## src/rtl/wb_port_arbiter.sv

```systemverilog
// wb_port_arbiter: shares the register-file write port between the pipeline
// writeback and a buffered extension unit. The pipeline has priority. A
// starvation guard stalls the pipeline for one cycle so that buffered
// extension results always retire.
module wb_port_arbiter #(
    parameter int XLEN       = 64,
    parameter int FIFO_DEPTH = 2,
    parameter int MAX_WAIT   = 4
) (
    input  logic            clk,
    input  logic            rst,
    input  logic            pipe_valid,
    input  logic [4:0]      pipe_rd,
    input  logic [XLEN-1:0] pipe_data,
    output logic            pipe_stall,
    input  logic            ext_valid,
    output logic            ext_ready,
    input  logic [4:0]      ext_rd,
    input  logic [XLEN-1:0] ext_data,
    output logic            rf_we,
    output logic [4:0]      rf_rd,
    output logic [XLEN-1:0] rf_wdata,
    output logic [31:0]     ext_pending_mask
);

    localparam int PTR_W  = $clog2(FIFO_DEPTH);
    localparam int CNT_W  = PTR_W + 1;
    localparam int WAIT_W = $clog2(MAX_WAIT + 1);
    localparam logic [CNT_W-1:0]  FULL_CNT = CNT_W'(FIFO_DEPTH);
    localparam logic [WAIT_W-1:0] WAIT_MAX = WAIT_W'(MAX_WAIT - 1);

    typedef enum logic {NORMAL, FORCE} state_t;

    state_t                state, state_nxt;
    logic [WAIT_W-1:0]     wait_cnt, wait_nxt;

    logic [4:0]            fifo_rd   [FIFO_DEPTH];
    logic [XLEN-1:0]       fifo_data [FIFO_DEPTH];
    logic [FIFO_DEPTH-1:0] fifo_vld;
    logic [PTR_W-1:0]      wr_ptr, rd_ptr;
    logic [CNT_W-1:0]      count;

    logic                  fifo_empty;
    logic                  push, pop, bypass;
    logic                  grant_valid;
    logic [4:0]            grant_rd;
    logic [XLEN-1:0]       grant_data;

    assign fifo_empty = (count == '0);
    assign ext_ready  = (count != FULL_CNT);
    assign pipe_stall = (state == FORCE);
    assign push       = ext_valid && ext_ready && !bypass;

    // Grant selection, starvation counting and next state.
    always_comb begin
        // NOTE: every signal written here gets a default first, so no path leaves one unassigned and infers a latch.
        state_nxt   = state;
        wait_nxt    = wait_cnt;
        pop         = 1'b0;
        bypass      = 1'b0;
        grant_valid = 1'b0;
        grant_rd    = pipe_rd;
        grant_data  = pipe_data;
        case (state)
            NORMAL: begin
                if (pipe_valid) begin
                    grant_valid = 1'b1;
                    if (!fifo_empty) begin
                        // Head is blocked by the pipeline this cycle.
                        if (wait_cnt == WAIT_MAX) state_nxt = FORCE;
                        else                      wait_nxt  = wait_cnt + 1'b1;
                    end
                end else if (!fifo_empty) begin
                    pop         = 1'b1;
                    grant_valid = 1'b1;
                    grant_rd    = fifo_rd[rd_ptr];
                    grant_data  = fifo_data[rd_ptr];
                    wait_nxt    = '0;
                end else if (ext_valid) begin
                    // Empty buffer and idle pipeline: write the result straight through.
                    bypass      = 1'b1;
                    grant_valid = 1'b1;
                    grant_rd    = ext_rd;
                    grant_data  = ext_data;
                end
            end
            FORCE: begin
                // Pipeline request is held off by pipe_stall; drain one entry.
                pop         = !fifo_empty;
                grant_valid = !fifo_empty;
                grant_rd    = fifo_rd[rd_ptr];
                grant_data  = fifo_data[rd_ptr];
                wait_nxt    = '0;
                state_nxt   = NORMAL;
            end
            default: state_nxt = NORMAL;
        endcase
    end

    // State, starvation counter and FIFO bookkeeping registers.
    always_ff @(posedge clk or posedge rst) begin
        if (rst) begin
            state    <= NORMAL;
            wait_cnt <= '0;
            wr_ptr   <= '0;
            rd_ptr   <= '0;
            count    <= '0;
            fifo_vld <= '0;
        end else begin
            // NOTE: sequential state uses non-blocking assignments so every register sees pre-edge values.
            state    <= state_nxt;
            wait_cnt <= wait_nxt;
            if (pop) begin
                fifo_vld[rd_ptr] <= 1'b0;
                rd_ptr           <= rd_ptr + 1'b1;
            end
            if (push) begin
                fifo_vld[wr_ptr] <= 1'b1;
                wr_ptr           <= wr_ptr + 1'b1;
            end
            case ({push, pop})
                2'b10:   count <= count + 1'b1;
                2'b01:   count <= count - 1'b1;
                default: count <= count;
            endcase
        end
    end

    // FIFO payload storage.
    // NOTE: the payload array is not reset; fifo_vld and count decide which entries are meaningful.
    always_ff @(posedge clk) begin
        if (push) begin
            fifo_rd[wr_ptr]   <= ext_rd;
            fifo_data[wr_ptr] <= ext_data;
        end
    end

    // Registered register-file write port; x0 writes are consumed but suppressed.
    always_ff @(posedge clk or posedge rst) begin
        if (rst) begin
            rf_we    <= 1'b0;
            rf_rd    <= '0;
            rf_wdata <= '0;
        end else begin
            rf_we <= grant_valid && (grant_rd != 5'd0);
            if (grant_valid) begin
                rf_rd    <= grant_rd;
                rf_wdata <= grant_data;
            end
        end
    end

    // Destinations of buffered entries, for the hazard scoreboard.
    always_comb begin
        ext_pending_mask = '0;
        for (int i = 0; i < FIFO_DEPTH; i++) begin
            if (fifo_vld[i]) ext_pending_mask[fifo_rd[i]] = 1'b1;
        end
        ext_pending_mask[0] = 1'b0;
    end

endmodule

```

## config.mk

```make
export PLATFORM = sky130hd
export DESIGN_NAME = wb_port_arbiter
export DESIGN_NICKNAME = d
export VERILOG_FILES = /design/src/rtl/wb_port_arbiter.sv
export SDC_FILE = /design/constraint.sdc
export NUM_CORES = 1
export LEC_CHECK = 0
export ABC_AREA = 1
export CAP_MARGIN = 20
export CORE_MARGIN = 4
export CORE_UTILIZATION = 45
export DETAILED_ROUTE_END_ITERATION = 6
export PLACE_DENSITY_LB_ADDON = 0.2
export SLEW_MARGIN = 20
export SYNTH_ARGS = -nofsm -noshare
export SYNTH_HDL_FRONTEND = slang
export SYNTH_SLANG_ARGS = --single-unit
```

## constraint.sdc

```tcl
create_clock -name clk -period 4.1 [get_ports clk]
set_clock_uncertainty 0.05 [all_clocks]
set_input_delay 1.025 -clock clk [delete_from_list [all_inputs] [get_ports clk]]
set_output_delay 1.025 -clock clk [all_outputs]
set_load 0.005 [all_outputs]
```

==> flow_summary.json, run 1 <==
{
  "status": "finished clean",
  "synth_cell_types": 31,
  "num-fill-cells": 1778,
  "drive_above_1_share_pct": 4.744,
  "synth_top_area_share_pct": 41.96,
  "regArea_um2": 6147,
  "postRouteAntennaNets": 0,
  "rsz0062_at_grt": "no",
  "worst-path-max-fanout": 8,
  "place_area_um2": 12550,
  "worstMarginPinSlew_ns": 0.9127,
  "cts_root_buffer": "clkbuf_16",
  "diodes": 0,
  "viasPerCell": 5.242,
  "min_path_type": "reg2reg",
  "power_density_nw_per_um2": 629.5,
  "p_total_mw": 8.329,
  "dp.final_hpwl_mm": 17.66,
  "cp-start-kind": "flop",
  "antenna_found_initial": 3,
  "vias": 8293,
  "cts_buffers": 23,
  "rows": 53,
  "yosysSeqAreaShare_pct": 62.22,
  "yosysWarnings": 0,
  "p_leak_nw": 5.319,
  "slew_viol_final": 0,
  "tritoncts": "done",
  "finalHoldViolations": 0,
  "synthArstFlopShare_pct": 36.70,
  "die_area_um2": 24380,
  "grt_max_degree": 74,
  "setup_viol": 0,
  "critPathKind": "reg2out",
  "drt_iter0_drc": 564,
  "fin_hold_ws_ns": 0.4284,
  "synth_area_leaders": "edfxtp_1 (42%), dfrtp_1 (20%), nand2_1 (20%)",
  "fin_crit_sh_pct": 88.37,
  "crit_arrival_ns": 2.55,
  "fmax_mhz": 276.0,
  "synth-seq-cells": 218,
  "synth_edf_count": 138,
  "dr.pass1.iters": 6,
  "finalWeightedCongestion": 0.8634,
  "numClockSinks": 218,
  "synthCells": 1065,
  "nets": 1435,
  "required_ns": 3.02,
  "post-route-min-period_ns": 3.623,
  "fin_area_um2": 13230,
  "overflow": 0,
  "syn_avg_cell_area_um2": 9.274,
  "grt_pass1_vias": 8114,
  "synthFlopType": "edfxtp_1",
  "syn_nets": 1210,
  "multi_input_area_um2": 3324,
  "maxCapViolations": 0,
  "fp.dieH_um": 156.2,
  "post_cts_resized": 0,
  "path_clk_slew_ns": 0.06,
  "core_um2": 21290,
  "max-vdd-ir-drop_mv": 0.3318,
  "cts_buffer_depth": 3,
  "wl_per_cell_um": 16.97,
  "die_x_um": 156.2,
  "cp-end-kind": "output port",
  "grt.total_usage_pct": 21.19,
  "area.growth.synth_to_final_pct": 33.95,
  "num_io_pins": 246,
  "postCtsSetupRepairBufs": 0,
  "totalWireLength_mm": 26.84,
  "synth_area_um2": 9877,
  "htreeDepth": 1,
  "portBuffers": 244,
  "worst-r2r-setup-slack_ns": 1.45,
  "start_util_pct": 46.40,
  "synth_top_cell_by_area": "edfxtp_1",
  "slew_headroom_pct": 38.68,
  "finish.utilization_pct": 62.15,
  "grt_pass1_wl_mm": 42.06,
  "hold_buffers": 0,
  "clock_latency_ns": 0.49,
  "remaining_drc_errors": 0
}
==> path summary, 6_finish.rpt <==
check	to	from	cells after the start
hold / removal	rf_wdata[37]$_DFFE_PP0P_	rf_wdata[37]$_DFFE_PP0P_	2
min in group asynchronous	rf_wdata[53]$_DFFE_PP0P_	rst	2
setup / recovery	ext_pending_mask[1]	fifo_rd[0][0]$_DFFE_PP_	5
hold reg to reg	rf_wdata[37]$_DFFE_PP0P_	rf_wdata[37]$_DFFE_PP0P_	2
max in group asynchronous	rd_ptr$_DFFE_PP0P_	rst	3
setup reg to reg	rf_wdata[28]$_DFFE_PP0P_	count[0]$_DFFE_PP0P_	7
==> per-stage QoR <==
step           instances  TNS, ns  worst slack (ns)
6_report            1582        0            0.4767
5_1_grt             1582        0            0.3358
4_1_cts             1582        0            0.5898
3_3_place_gp        1540        0            0.8397
3_5_place_dp        1540        0            0.7674
2_1_floorplan       1065   -71.30           -0.5167
==> cell usage in the layout, fill, tap and decap left out, types with 2 or more instances in the layout <==
cell type	synthesis	final
inv_1	27	25
edfxtp_1	138	138
o21ai_1	69	69
clkbuf_1	17	4
xor2_1	2	2
xnor2_1	2	2
clkbuf_8	0	2
o22ai_1	2	2
nand2_4	1	2
buf_12	0	5
buf_4	3	9
clkinv_2	0	5
nor2_1	7	5
nand4_1	6	6
nand2_1	516	514
ha_1	3	3
inv_2	4	4
clkbuf_16	0	23
clkinv_1	0	6
a31oi_1	57	57
dfrtp_1	80	79
o21ai_0	39	39
nor3_1	11	11
nor2_4	1	3
clkdlybuf4s50_1	0	244
nand3_1	34	34
clkinvlp_4	0	2
==> cell families (layout without fill, tap and decap cells) <==
family | count (synthesis) | count (layout) | share of synthesized area (%)
and+or+nand+nor | 579 | 579 | 23.08
DFF | 218 | 218 | 62.22
AOI/OAI and AO/OA | 171 | 171 | 9.552
buffers and inverters | 89 | 331 | 4.370
xor gates and xnor gates | 4 | 4 | 0.3548
adders and majority gates | 3 | 3 | 0.3801
other | 1 | 1 | 0.03797
==> synthesized netlist by cell type, types with 4 or more instances <==
cell type    n
nand2_1    516
edfxtp_1   138
dfrtp_1     80
o21ai_1     69
a31oi_1     57
o21ai_0     39
nand3_1     34
inv_1       27
buf_2       21
clkbuf_1    17
nor3_1      11
buf_1        9
buf_6        8
nor2_1       7
nand4_1      6
inv_2        4
==> layer usage <==
metal	part of all wire, %	track usage [%]	wire length, um	up-vias
met4	1.3	4.215	341	6
met5	0.13	0	35	-
li1	-	-	-	4039
met1	41	27.91	11090	3916
met2	50	37.01	13340	296
met3	7.6	3.939	2029	36
==> state kept, by name, indices dropped and copies added, names as in the netlist <==
name        count
rf_wdata       64
wr_ptr          1
rf_rd           5
rf_we           1
wait_cnt        3
rd_ptr          1
fifo_data     128
fifo_vld        2
fifo_rd        10
pipe_stall      1
count           2
==> layout make-up <==
cell class,instances,share of cell area [%]
clock buffers,29,4.672
clock inverters,13,0.5012
inverters,31,0.9079
multi-input cells,758,25.13
flip-flops and latches,218,46.46
well taps,275,2.601
repair buffers,258,19.73
==> power by group <==
group | total, mW | internal, mW | leakage, nW | switching, mW
logic | 2.98 | 1.31 | 2.78 | 1.67
registers | 3.46 | 3.12 | 2.21 | 0.342
clock network | 1.89 | 1.07 | 0.332 | 0.822
total | 8.33 | 5.50 | 5.32 | 2.83
==> worst max-delay path: stages, from the launching register on <==
cell and delay (ns):
edfxtp_1 0.38, inv_1 0.08, nor3_1 0.74, nand2_1 0.10, o21ai_0 0.17, clkdlybuf4s50_1 0.57
Note: power is estimated with default switching activity, not from simulation.
==> inputs of run 2 (changes only) <==
--- a/config.mk
+++ b/config.mk
@@ -10,6 +10,8 @@
 export CORE_MARGIN = 4
 export CORE_UTILIZATION = 45
 export DETAILED_ROUTE_END_ITERATION = 6
+export GPL_TIMING_DRIVEN = 0
+export HOLD_SLACK_MARGIN = 0.05
 export PLACE_DENSITY_LB_ADDON = 0.2
 export SLEW_MARGIN = 20
 export SYNTH_ARGS = -nofsm -noshare
==> flow_summary.json, run 2 (synthesis results as in run 1) <==
{
  "viasPerCell": 5.251,
  "core_um2": 21290,
  "die_x_um": 156.2,
  "regMostFlops": "fifo_data",
  "p_leak_nw": 5.503,
  "vias": 8575,
  "post-route-min-period_ns": 3.616,
  "crit_family": "simple AND/OR/NAND/NOR gates",
  "area.growth.synth_to_final_pct": 37.33,
  "cts_buffer_depth": 3,
  "cp_cell_sequence": "nor3_1 > nand2_1 > o21ai_0 > clkdlybuf4s50_1",
  "critPathLaunch": "fifo_rd[0][1]$_DFFE_PP_",
  "slew_viol_final": 0,
  "nets": 1486,
  "required_ns": 3.02,
  "final_cell_mix": "nand2_1 (516), clkdlybuf4s50_1 (244), edfxtp_1 (138), dfrtp_1 (80), o21ai_1 (69)",
  "cp-end-kind": "output port",
  "clock_latency_ns": 0.50,
  "drt_iter0_drc": 633,
  "tritoncts": "done",
  "cts_buffers": 23,
  "dp.final_hpwl_mm": 20.33,
  "worst-path-max-fanout": 8,
  "final_common_cell": "nand2_1",
  "fin_crit_sh_pct": 88.19,
  "num_io_pins": 246,
  "antenna_found_initial": 4,
  "fmax_mhz": 276.6,
  "setup_viol": 0,
  "rsz0062_at_grt": "no",
  "path_buf_inv": 1,
  "finalWeightedCongestion": 0.8541,
  "cp-start-kind": "flop",
  "detailedPlace.worstSlack_ns": 0.8252,
  "postRouteAntennaNets": 0,
  "numClockSinks": 218,
  "finish.utilization_pct": 63.72,
  "setup_tns_ns": 0,
  "path_clk_slew_ns": 0.06,
  "max-vdd-ir-drop_mv": 0.3198,
  "worst-r2r-setup-slack_ns": 1.84,
  "reg2regPathDepth": 6,
  "fin_hold_ws_ns": 0.4240,
  "max_stage_delay_ns": 0.81,
  "endpoint": "ext_pending_mask[1]",
  "dr.pass1.iters": 5,
  "rows": 53,
  "htreeDepth": 1,
  "totalWireLength_mm": 28.90,
  "power_density_nw_per_um2": 635.7,
  "slew_headroom_pct": 35.18,
  "min_path_type": "reg2reg",
  "status": "finished clean",
  "fp.dieH_um": 156.2,
  "grt_pass1_wl_mm": 44.68,
  "grt_max_degree": 56,
  "fin_ws_ns": 0.4843,
  "largest_reg_flops": 128,
  "post_cts_resized": 0,
  "top_regs": "fifo_data x128, rf_wdata x64, fifo_rd x10",
  "worstMarginPinSlew_ns": 0.9648,
  "critPathKind": "reg2out",
  "portBuffers": 244,
  "crit_arrival_ns": 2.54,
  "crit_cells": 4,
  "grt.total_usage_pct": 22.97,
  "start_util_pct": 46.40,
  "reg2reg_to": "fifo_data[1][13]$_DFFE_PP_",
  "overflow": 0,
  "crit_slowest_cell": "nor3_1",
  "postCtsSetupRepairBufs": 0,
  "drive_above_1_share_pct": 6.333,
  "remaining_drc_errors": 0,
  "cts_root_buffer": "clkbuf_16",
  "die_area_um2": 24380,
  "grt_pass1_vias": 8365,
  "maxCapViolations": 0,
  "diodes": 0,
  "finalHoldViolations": 0,
  "r2r-start": "count[1]$_DFFE_PP0P_",
  "hold_buffers": 0,
  "wl_per_cell_um": 17.70
}
-- run 2: cell types whose count changed in the layout (fill, tap and decap cells not counted), sizes merged --
cell and delta:
buf +34, clkinvlp -1, clkbuf +17, inv +1
-- run 2: how the worst min path moves through the flow --
stage	startpoint	endpoint	slack [ns]	depth (start not counted)
6_report	rf_wdata[0]$_DFFE_PP0P_	rf_wdata[0]$_DFFE_PP0P_	0.42	2
5_1_grt	rf_wdata[46]$_DFFE_PP0P_	rf_wdata[46]$_DFFE_PP0P_	0.45	2
4_1_cts	rf_wdata[0]$_DFFE_PP0P_	rf_wdata[0]$_DFFE_PP0P_	0.43	2
3_5_place_dp	rf_wdata[0]$_DFFE_PP0P_	rf_wdata[0]$_DFFE_PP0P_	0.41	2
3_3_place_gp	rf_wdata[1]$_DFFE_PP0P_	rf_wdata[1]$_DFFE_PP0P_	0.41	2
2_1_floorplan	wait_cnt[1]$_DFFE_PP0P_	wait_cnt[1]$_DFFE_PP0P_	0.41	2
-- run 2: routing by layer --
metal  global-route usage [%]  share of wire [%]
met1                    31.16                 42
met2                    38.16                 47
met3                    4.632                8.6
met4                    5.909                1.7
met5                        0               0.20
-- run 2: metrics by stage --
stage | power [mW] | instance area [um2] | std cells
floorplan | 5.029 | 9877 | 1065
global placement | 6.596 | 12660 | 1584
detailed placement | 6.721 | 12860 | 1591
CTS | 8.680 | 13560 | 1633
global route | 9.169 | 13560 | 1633
finish | 8.623 | 13560 | 1633
-- run 2: power by group --
group          leakage (nW)  switching (mW)  internal (mW)
Combinational          2.94            1.78           1.46
Clock                 0.351           0.839           1.10
Sequential             2.21           0.332           3.11
Total                  5.50            2.95           5.67
-- run 2: area by class of cell --
class	count	area [um2]
Tap cell	275	344.1
Timing Repair Buffer	251	2620
Fill cell	1712	7722
Clock inverter	13	65.06
Clock buffer	29	638.1
Sequential cell	218	6146
Buffer	58	315.3
Multi-Input combinational cell	758	3314
Inverter	31	121.4
-- run 2: worst reg2reg max path: stages, from the launching register on --
cell and delay [ns]:
dfrtp_1 0.41, nor2_2 0.26, nand2_1 0.21, o211ai_2 0.46, nor2_4 0.21, buf_16 0.22
buf_16 0.18
